$ cat config.mk
export PLATFORM = sky130hd
export DESIGN_NAME = uart_receiver
export DESIGN_NICKNAME = d
export VERILOG_FILES = /design/src/rtl/uart_receiver.sv
export SDC_FILE = /design/constraint.sdc
export NUM_CORES = 1
export LEC_CHECK = 0
export CAP_MARGIN = 20
export CORE_MARGIN = 5
export CORE_UTILIZATION = 45
export DETAILED_ROUTE_END_ITERATION = 16
export SLEW_MARGIN = 10
export SYNTH_ARGS = -nofsm -noshare
export SYNTH_HDL_FRONTEND = slang
export SYNTH_SLANG_ARGS = --single-unit
$ cat constraint.sdc
create_clock -name clk -period 2.2 [get_ports clk]
set_input_delay 0.66 -clock clk [delete_from_list [all_inputs] [get_ports clk]]
set_output_delay 0.66 -clock clk [all_outputs]
set_load 0.05 [all_outputs]
$ cat src/rtl/uart_receiver.sv
// 8N1 UART receiver: two-flop synchroniser, mid-bit start qualification, LSB-first
// data sampling, and a holding register with valid/re handshake and sticky error flags.
module uart_receiver #(
  parameter int WAIT_DIV = 868,
  parameter int WAIT_LEN = 10
) (
  input  logic       clk,
  input  logic       rst_n,
  input  logic       rx,
  input  logic       re,
  input  logic       err_clr,
  output logic [7:0] data_out,
  output logic       valid,
  output logic       busy,
  output logic       frame_err,
  output logic       overrun
);

  localparam logic [WAIT_LEN-1:0] HALF_M1 = WAIT_LEN'(WAIT_DIV / 2 - 1);
  localparam logic [WAIT_LEN-1:0] DIV_M1  = WAIT_LEN'(WAIT_DIV - 1);

  typedef enum logic [2:0] {
    S_IDLE,
    S_START,
    S_DATA,
    S_STOP,
    S_BREAK
  } state_t;

  state_t              state_q, state_d;
  logic [WAIT_LEN-1:0] wait_q, wait_d;
  logic [3:0]          bit_q, bit_d;
  logic [7:0]          shreg_q, shreg_d;
  logic                rx_meta, rx_s;
  logic                done, ferr_set;

  // Synchroniser resets to the idle-high line level so reset never looks like a start bit.
  always_ff @(posedge clk or negedge rst_n) begin
    if (!rst_n) begin
      rx_meta <= 1'b1;
      rx_s    <= 1'b1;
    end else begin
      // NOTE: non-blocking assignments keep the two flops as a true two-stage pipeline.
      rx_meta <= rx;
      rx_s    <= rx_meta;
    end
  end

  always_ff @(posedge clk or negedge rst_n) begin
    if (!rst_n) begin
      state_q <= S_IDLE;
      wait_q  <= '0;
      bit_q   <= '0;
      shreg_q <= '0;
    end else begin
      state_q <= state_d;
      wait_q  <= wait_d;
      bit_q   <= bit_d;
      shreg_q <= shreg_d;
    end
  end

  always_comb begin
    // NOTE: every output of this block gets a default first, so no path can infer a latch.
    state_d  = state_q;
    wait_d   = wait_q;
    bit_d    = bit_q;
    shreg_d  = shreg_q;
    done     = 1'b0;
    ferr_set = 1'b0;
    unique case (state_q)
      S_IDLE: begin
        if (!rx_s) begin
          state_d = S_START;
          wait_d  = '0;
        end
      end
      S_START: begin
        if (wait_q == HALF_M1) begin
          wait_d  = '0;
          bit_d   = '0;
          state_d = rx_s ? S_IDLE : S_DATA;
        end else begin
          wait_d = wait_q + WAIT_LEN'(1);
        end
      end
      S_DATA: begin
        if (wait_q == DIV_M1) begin
          shreg_d = {rx_s, shreg_q[7:1]};
          wait_d  = '0;
          bit_d   = bit_q + 4'd1;
          if (bit_q == 4'd7) state_d = S_STOP;
        end else begin
          wait_d = wait_q + WAIT_LEN'(1);
        end
      end
      S_STOP: begin
        if (wait_q == DIV_M1) begin
          wait_d = '0;
          if (rx_s) begin
            done    = 1'b1;
            state_d = S_IDLE;
          end else begin
            ferr_set = 1'b1;
            state_d  = S_BREAK;
          end
        end else begin
          wait_d = wait_q + WAIT_LEN'(1);
        end
      end
      S_BREAK: begin
        // A held-low line must go high before another start can be recognised.
        if (rx_s) state_d = S_IDLE;
      end
      default: state_d = S_IDLE;
    endcase
  end

  always_ff @(posedge clk or negedge rst_n) begin
    if (!rst_n) begin
      data_out  <= 8'h00;
      valid     <= 1'b0;
      frame_err <= 1'b0;
      overrun   <= 1'b0;
    end else begin
      if (done) data_out <= shreg_q;

      if (done)    valid <= 1'b1;
      else if (re) valid <= 1'b0;

      // A completing byte only overruns when the held one is neither read nor empty.
      if (done && valid && !re) overrun <= 1'b1;
      else if (err_clr)         overrun <= 1'b0;

      if (ferr_set)     frame_err <= 1'b1;
      else if (err_clr) frame_err <= 1'b0;
    end
  end

  assign busy = (state_q != S_IDLE);

endmodule
==> results of run 1 <==
## area by class of cell
class,count,area (um2),area share
Sequential cell,38,953.4,0.4420
Multi-Input combinational cell,109,852.1,0.3950
Timing Repair Buffer,18,167.7,0.07773
Clock buffer,6,82.58,0.03828
Tap cell,50,62.56,0.02900
Inverter,7,26.28,0.01218
Clock inverter,2,12.51,0.005800
## worst max-delay path by stage
| stage | depth (start not counted) | start | to |
|---|---|---|---|
| detailed placement | 5 | wait_q[0] | shreg_q[5] |
| global placement | 5 | wait_q[0] | shreg_q[5] |
| floorplan | 6 | wait_q[0] | data_out[0] |
| CTS | 1 | frame_err | frame_err |
| finish | 1 | frame_err | frame_err |
| global route | 5 | wait_q[0] | data_out[3] |
## kinds of logic (layout without fill, tap and decap cells)
family / count (synthesis) / in the layout
AOI/OAI and AO/OA: 31 / 31
adders and majority gates: 3 / 3
buffers and inverters: 14 / 33
DFF: 38 / 38
muxes: 18 / 18
and+or+nand+nor: 57 / 57
## cell usage after synthesis, types with 3 or more instances
master and n:
a21oi_1 4, nand2b_1 3, or3_1 3, dfrtp_1 36, nand4_1 6, inv_1 7
o311ai_1 3, clkbuf_1 4, nand2_1 14, nand3_1 8, mux2_2 16, ha_1 3
o22ai_1 3, nor2_1 4, o21ai_0 4
## flip-flops by register name, indices dropped and copies added, names as in the netlist
register and flops:
bit_q 4, data_out 8, frame_err 1, overrun 1, rx_meta 1, rx_s 1, shreg_q 8, state_q 3
valid 1, wait_q 10
## per-layer routing
layer / vias up / GRT usage
met2: 39 / 0.2263
met5: - / 0
met3: 8 / 0.03378
met1: 629 / 0.2189
met4: 0 / 0.06719
li1: 634 / -
## cell usage in the layout (no fill, tap or decap), types with 3 or more instances in the layout
| master | synthesis | layout |
|---|---|---|
| a21oi_1 | 4 | 4 |
| nand4_1 | 6 | 6 |
| inv_1 | 7 | 7 |
| nand3_1 | 8 | 8 |
| mux2_2 | 16 | 16 |
| nor2_1 | 4 | 4 |
| nand2_1 | 14 | 14 |
| buf_4 | 1 | 3 |
| o22ai_1 | 3 | 3 |
| ha_1 | 3 | 3 |
| dfrtp_1 | 36 | 36 |
| or3_1 | 3 | 3 |
| o311ai_1 | 3 | 3 |
| nand2b_1 | 3 | 3 |
| clkbuf_8 | 0 | 6 |
| clkdlybuf4s50_1 | 0 | 14 |
| o21ai_0 | 4 | 4 |
## through the flow
stage	cells	util	hold WS, ns
final	230	0.5354	0.3604
after global routing	230	0.5354	0.3646
after detailed placement	222	0.5118	0.3503
after floorplan	161	-	0.3452
after global placement	222	0.5118	0.3473
after CTS	230	0.5354	0.3628
## power by group
group / switching, mW / leakage (nW) / internal, mW
logic: 0.0144 / 0.367 / 0.00728
registers: 0.00298 / 0.509 / 0.702
clock network: 0.255 / 0.0472 / 0.252
==> impl_metrics.toml, run 1 <==
[outcome]
status = "finished, final reports clean"

[route]
wire_per_inst_um = 16.04
wl_met1_um = 1798
drcViolationCount = 0
wl_met2_um = 1647
vias_per_cell = 5.696
vias = 1310
drt.antenna.violating_nets = 0
dr.pass1.iters = 5
top_layer_used = "met4"
drt_iter0_drc = 191
wl_met3_um = 158
finalWirelength_um = 3689

[critical_path]
reg2reg_slack_ns = 0.16
cp_cell_sequence = "clkdlybuf4s50_1"
max_stage_delay_ns = 0.81
path_delay_family = "buffers and inverters"
crit_path_top_delay_cell = "clkdlybuf4s50_1"
endpoint_kind = "output port"
cp-start-kind = "flip-flop"
critPathKind = "reg2out"
path_max_fanout = 2
worstReg2RegStart = "wait_q[0]"
worstPathRequired_ns = 1.54
r2r_end = "shreg_q[5]"
cp_num_buf_inv = 1
r2r_cells = 5
arrival_ns = 1.47

[yosys]
synth-compound-area-share = 0.1304
ys_types = 47
synth_top_area_share = 0.4816
async_flop_share = 1.000
syn_area_per_cell_um2 = 11.62
synth-xor-area-share = 0
ys.warnings.count = 0
synth_top_family_by_area = "simple AND/OR/NAND/NOR gates"
yosys-mux-area-fraction = 0.1070
synth_simple_gate_area_frac = 0.1980
synth_ff_type = "dfrtp_1"
synth_fp_nets = 169
ys_top_cells_by_area = "dfrtp_1 (48%), mux2_2 (9.6%), dfstp_2 (2.8%)"
ys_ff_latch = 38
synth-edff-count = 0
syn_area_um2 = 1871
yosysSeqAreaShare = 0.5097
synth-adder-area-share = 0.02007
synth_area_leader_cell = "dfrtp_1"
synth_cells = 161

[min_path]
min_path_type = "reg2reg"
min_from = "rx_meta"
holdPathEnd = "rx_s"
min_path_cells = 0

[clock_tree]
cts_root_buffer = "clkbuf_8"
clk_pin_slew_ns = 0.09
holdBufCountCts = 0
postCtsSetupRepairBufs = 0
cts_buffer_depth = 2
numClockSinks = 38
cts_tree = "done"
cts_resized = 0
cts_htree_levels = 2
cts_buffers = 5
clk_latency_ns = 0.30

[sta]
worst_pin_slew_ns = 0.5140
setup_viol_count_final = 0
post-route-period-util = 0.9680
hold_viol_final = 0
period_minus_slack_ns = 2.130
rsz0062_at_grt = "false"
max_freq_ghz = 0.4696
report.final.slew_viol_count = 0
skew_ns = 0.01583
slew-limit-headroom = 0.6560
fin_ws_ns = 0.07031
fin_setup_tns_ns = 0

[placed_design]
place_congestion = 0.8483
place.port_buffers = 16
place_area_um2 = 2062
hpwl_um = 2589
dp_slack_ns = 0.1568

[pwr]
p_leak_nw = 0.9231
power_density_nw_per_um2 = 571.6
ir_drop_uv = 433.7
power_mw = 1.233

[finish]
fin_area_um2 = 2157
final_nets = 187
layout-drive-gt1-share = 0.2111
n_antenna_cell = 0
area_growth_pct = 15.32
fillers = 370

[grt]
grt_max_degree = 39
grt_pass1_wl_um = 6479
grt-ovfl-total = 0
antenna_found_initial = 0
grt_usage = 0.1541
grt_pass1_vias = 1332

[die]
core_area_um2 = 4029
start_util = 0.4643
rows = 23
num_io_pins = 17
die_w_um = 74.47
die_y_um = 74.47
die-area_um2 = 5546

[flow_run]
cap_viol_max_count = 0
(Power assumes the default switching activity.)
==> inputs of run 2 (changes only) <==
--- a/config.mk
+++ b/config.mk
@@ -9,6 +9,7 @@
 export CORE_MARGIN = 5
 export CORE_UTILIZATION = 45
 export DETAILED_ROUTE_END_ITERATION = 16
+export PLACE_DENSITY_LB_ADDON = 0.08
 export SLEW_MARGIN = 10
 export SYNTH_ARGS = -nofsm -noshare
 export SYNTH_HDL_FRONTEND = slang
==> run 2 against run 1 <==
- design area up 0.81%
- clock skew down 0.0071 ns
- count of clock-buffer cells in the layout unchanged
- utilization up 0.43 points
- die area unchanged
- critical endpoint is now data_out[7]
- largest power group unchanged
==> impl_metrics.toml, run 2 (synthesis results as in run 1) <==
[outcome]
status = "finished, final reports clean"

[clock_tree]
cts_root_buffer = "clkbuf_8"
holdBufCountCts = 0
clk_pin_slew_ns = 0.07
cts_htree_levels = 2
cts_tree = "done"
cts_buffers = 5
postCtsSetupRepairBufs = 0
clk_latency_ns = 0.29
numClockSinks = 38
cts_resized = 0
cts_buffer_depth = 2

[grt]
antenna_found_initial = 0
grt_max_degree = 39
grt_pass1_wl_um = 6216
grt_pass1_vias = 1323
grt-ovfl-total = 0
grt_usage = 0.1461

[critical_path]
cp_cell_sequence = "clkdlybuf4s50_1"
worstReg2RegStart = "wait_q[0]"
worstPathRequired_ns = 1.54
r2r_end = "shreg_q[7]"
endpoint_kind = "output port"
cp-start-kind = "flip-flop"
path_delay_family = "buffers and inverters"
crit_start = "data_out[7]"
critPathKind = "reg2out"
endpoint = "data_out[7]"
crit_path_top_delay_cell = "clkdlybuf4s50_1"
r2r_cells = 5
reg2reg_slack_ns = 0.20
path_max_fanout = 2
cp.depth = 1
arrival_ns = 1.46
max_stage_delay_ns = 0.82
cp_num_buf_inv = 1

[finish]
area_growth_pct = 16.25
reg_top3 = "wait_q: 10 flops, data_out: 8 flops, shreg_q: 8 flops"
top_register = "wait_q"
final_cell_mix = "dfrtp_1 (36), mux2_2 (16), nand2_1 (14), clkdlybuf4s50_1 (14), nand3_1 (8)"
final_nets = 187
mostFrequentLayoutCell = "dfrtp_1"
layout-drive-gt1-share = 0.2067
final_util = 0.5398
n_antenna_cell = 0
largest_register_ff_count = 10

[min_path]
min_path_type = "reg2reg"

[pwr]
p_sw_mw = 0.2507
internal-power_mw = 1.072
clockPowerShare = 0.451
p_comb_frac = 0.016
power_frac_seq = 0.533
power_mw = 1.322
ir_drop_uv = 398.1
p_leak_nw = 0.9332
power_density_nw_per_um2 = 608.1
p_sw_frac = 0.1896

[die]
rows = 23
die-area_um2 = 5546
start_util = 0.4643
die_w_um = 74.47
core_area_um2 = 4029
die_y_um = 74.47
num_io_pins = 17

[route]
drt_iter0_drc = 53
wire_per_inst_um = 15.65
vias = 1324
finalWirelength_um = 3584
dr.pass1.iters = 4
drcViolationCount = 0
drt.antenna.violating_nets = 0
vias_per_cell = 5.782

[placed_design]
place.port_buffers = 16
place_congestion = 0.8283
hpwl_um = 2530

[sta]
report.final.slew_viol_count = 0
worst_pin_slew_ns = 0.5179
max_freq_ghz = 0.4721
slew-limit-headroom = 0.6537
rsz0062_at_grt = "false"
hold_slack_ns = 0.3574
setup_viol_count_final = 0
hold_viol_final = 0
post-route-period-util = 0.9628
period_minus_slack_ns = 2.118
skew_ns = 0.008685
fin_setup_tns_ns = 0

[flow_run]
cap_viol_max_count = 0
-- run 2: changes by cell type in the layout (fill, tap and decap cells not counted), sizes merged --
cell / change
clkinvlp: -1
bufinv: +1
clkinv: -1
-- run 2: routing by layer --
metal | routed length, um | GRT usage | up-vias | part of all wire
li1 | - | - | 635 | -
met1 | 1679 | 0.2014 | 651 | 0.47
met2 | 1648 | 0.2156 | 31 | 0.46
met3 | 206 | 0.04730 | 7 | 0.057
met4 | 51 | 0.05336 | 0 | 0.014
met5 | 0 | 0 | - | 0
-- run 2: worst min path at each step --
stage	cells after the start	to	from	slack, ns
floorplan	0	rx_s	rx_meta	0.35
global placement	0	rx_s	rx_meta	0.35
detailed placement	0	rx_s	rx_meta	0.35
CTS	0	rx_s	rx_meta	0.36
global route	0	rx_s	rx_meta	0.36
finish	0	rx_s	rx_meta	0.36
-- run 2: through the flow --
stage	instances	cell area, um2	setup slack (ns)
floorplan	161	1871	0.4138
global placement	222	2062	0.2512
detailed placement	222	2062	0.1926
CTS	229	2175	0.06024
global route	229	2175	0.005994
finish	229	2175	0.08193
-- run 2: power groups by stage --
stage,logic (mW),registers [mW],clock network (mW)
final,0.0218,0.704,0.596
after global routing,0.0258,0.704,0.634
after CTS,0.0229,0.704,0.604
after detailed placement,0.0229,0.718,0
after global placement,0.0229,0.718,0
after floorplan,0.00306,0.715,0
-- run 2: cell type report --
type | count | area [um2]
inverters | 7 | 26.28
fillers | 348 | 1854
flip-flops and latches | 38 | 953.4
clock inverters | 1 | 30.03
clock buffers | 6 | 82.58
multi-input cells | 109 | 852.1
well taps | 50 | 62.56
repair buffers | 18 | 167.7
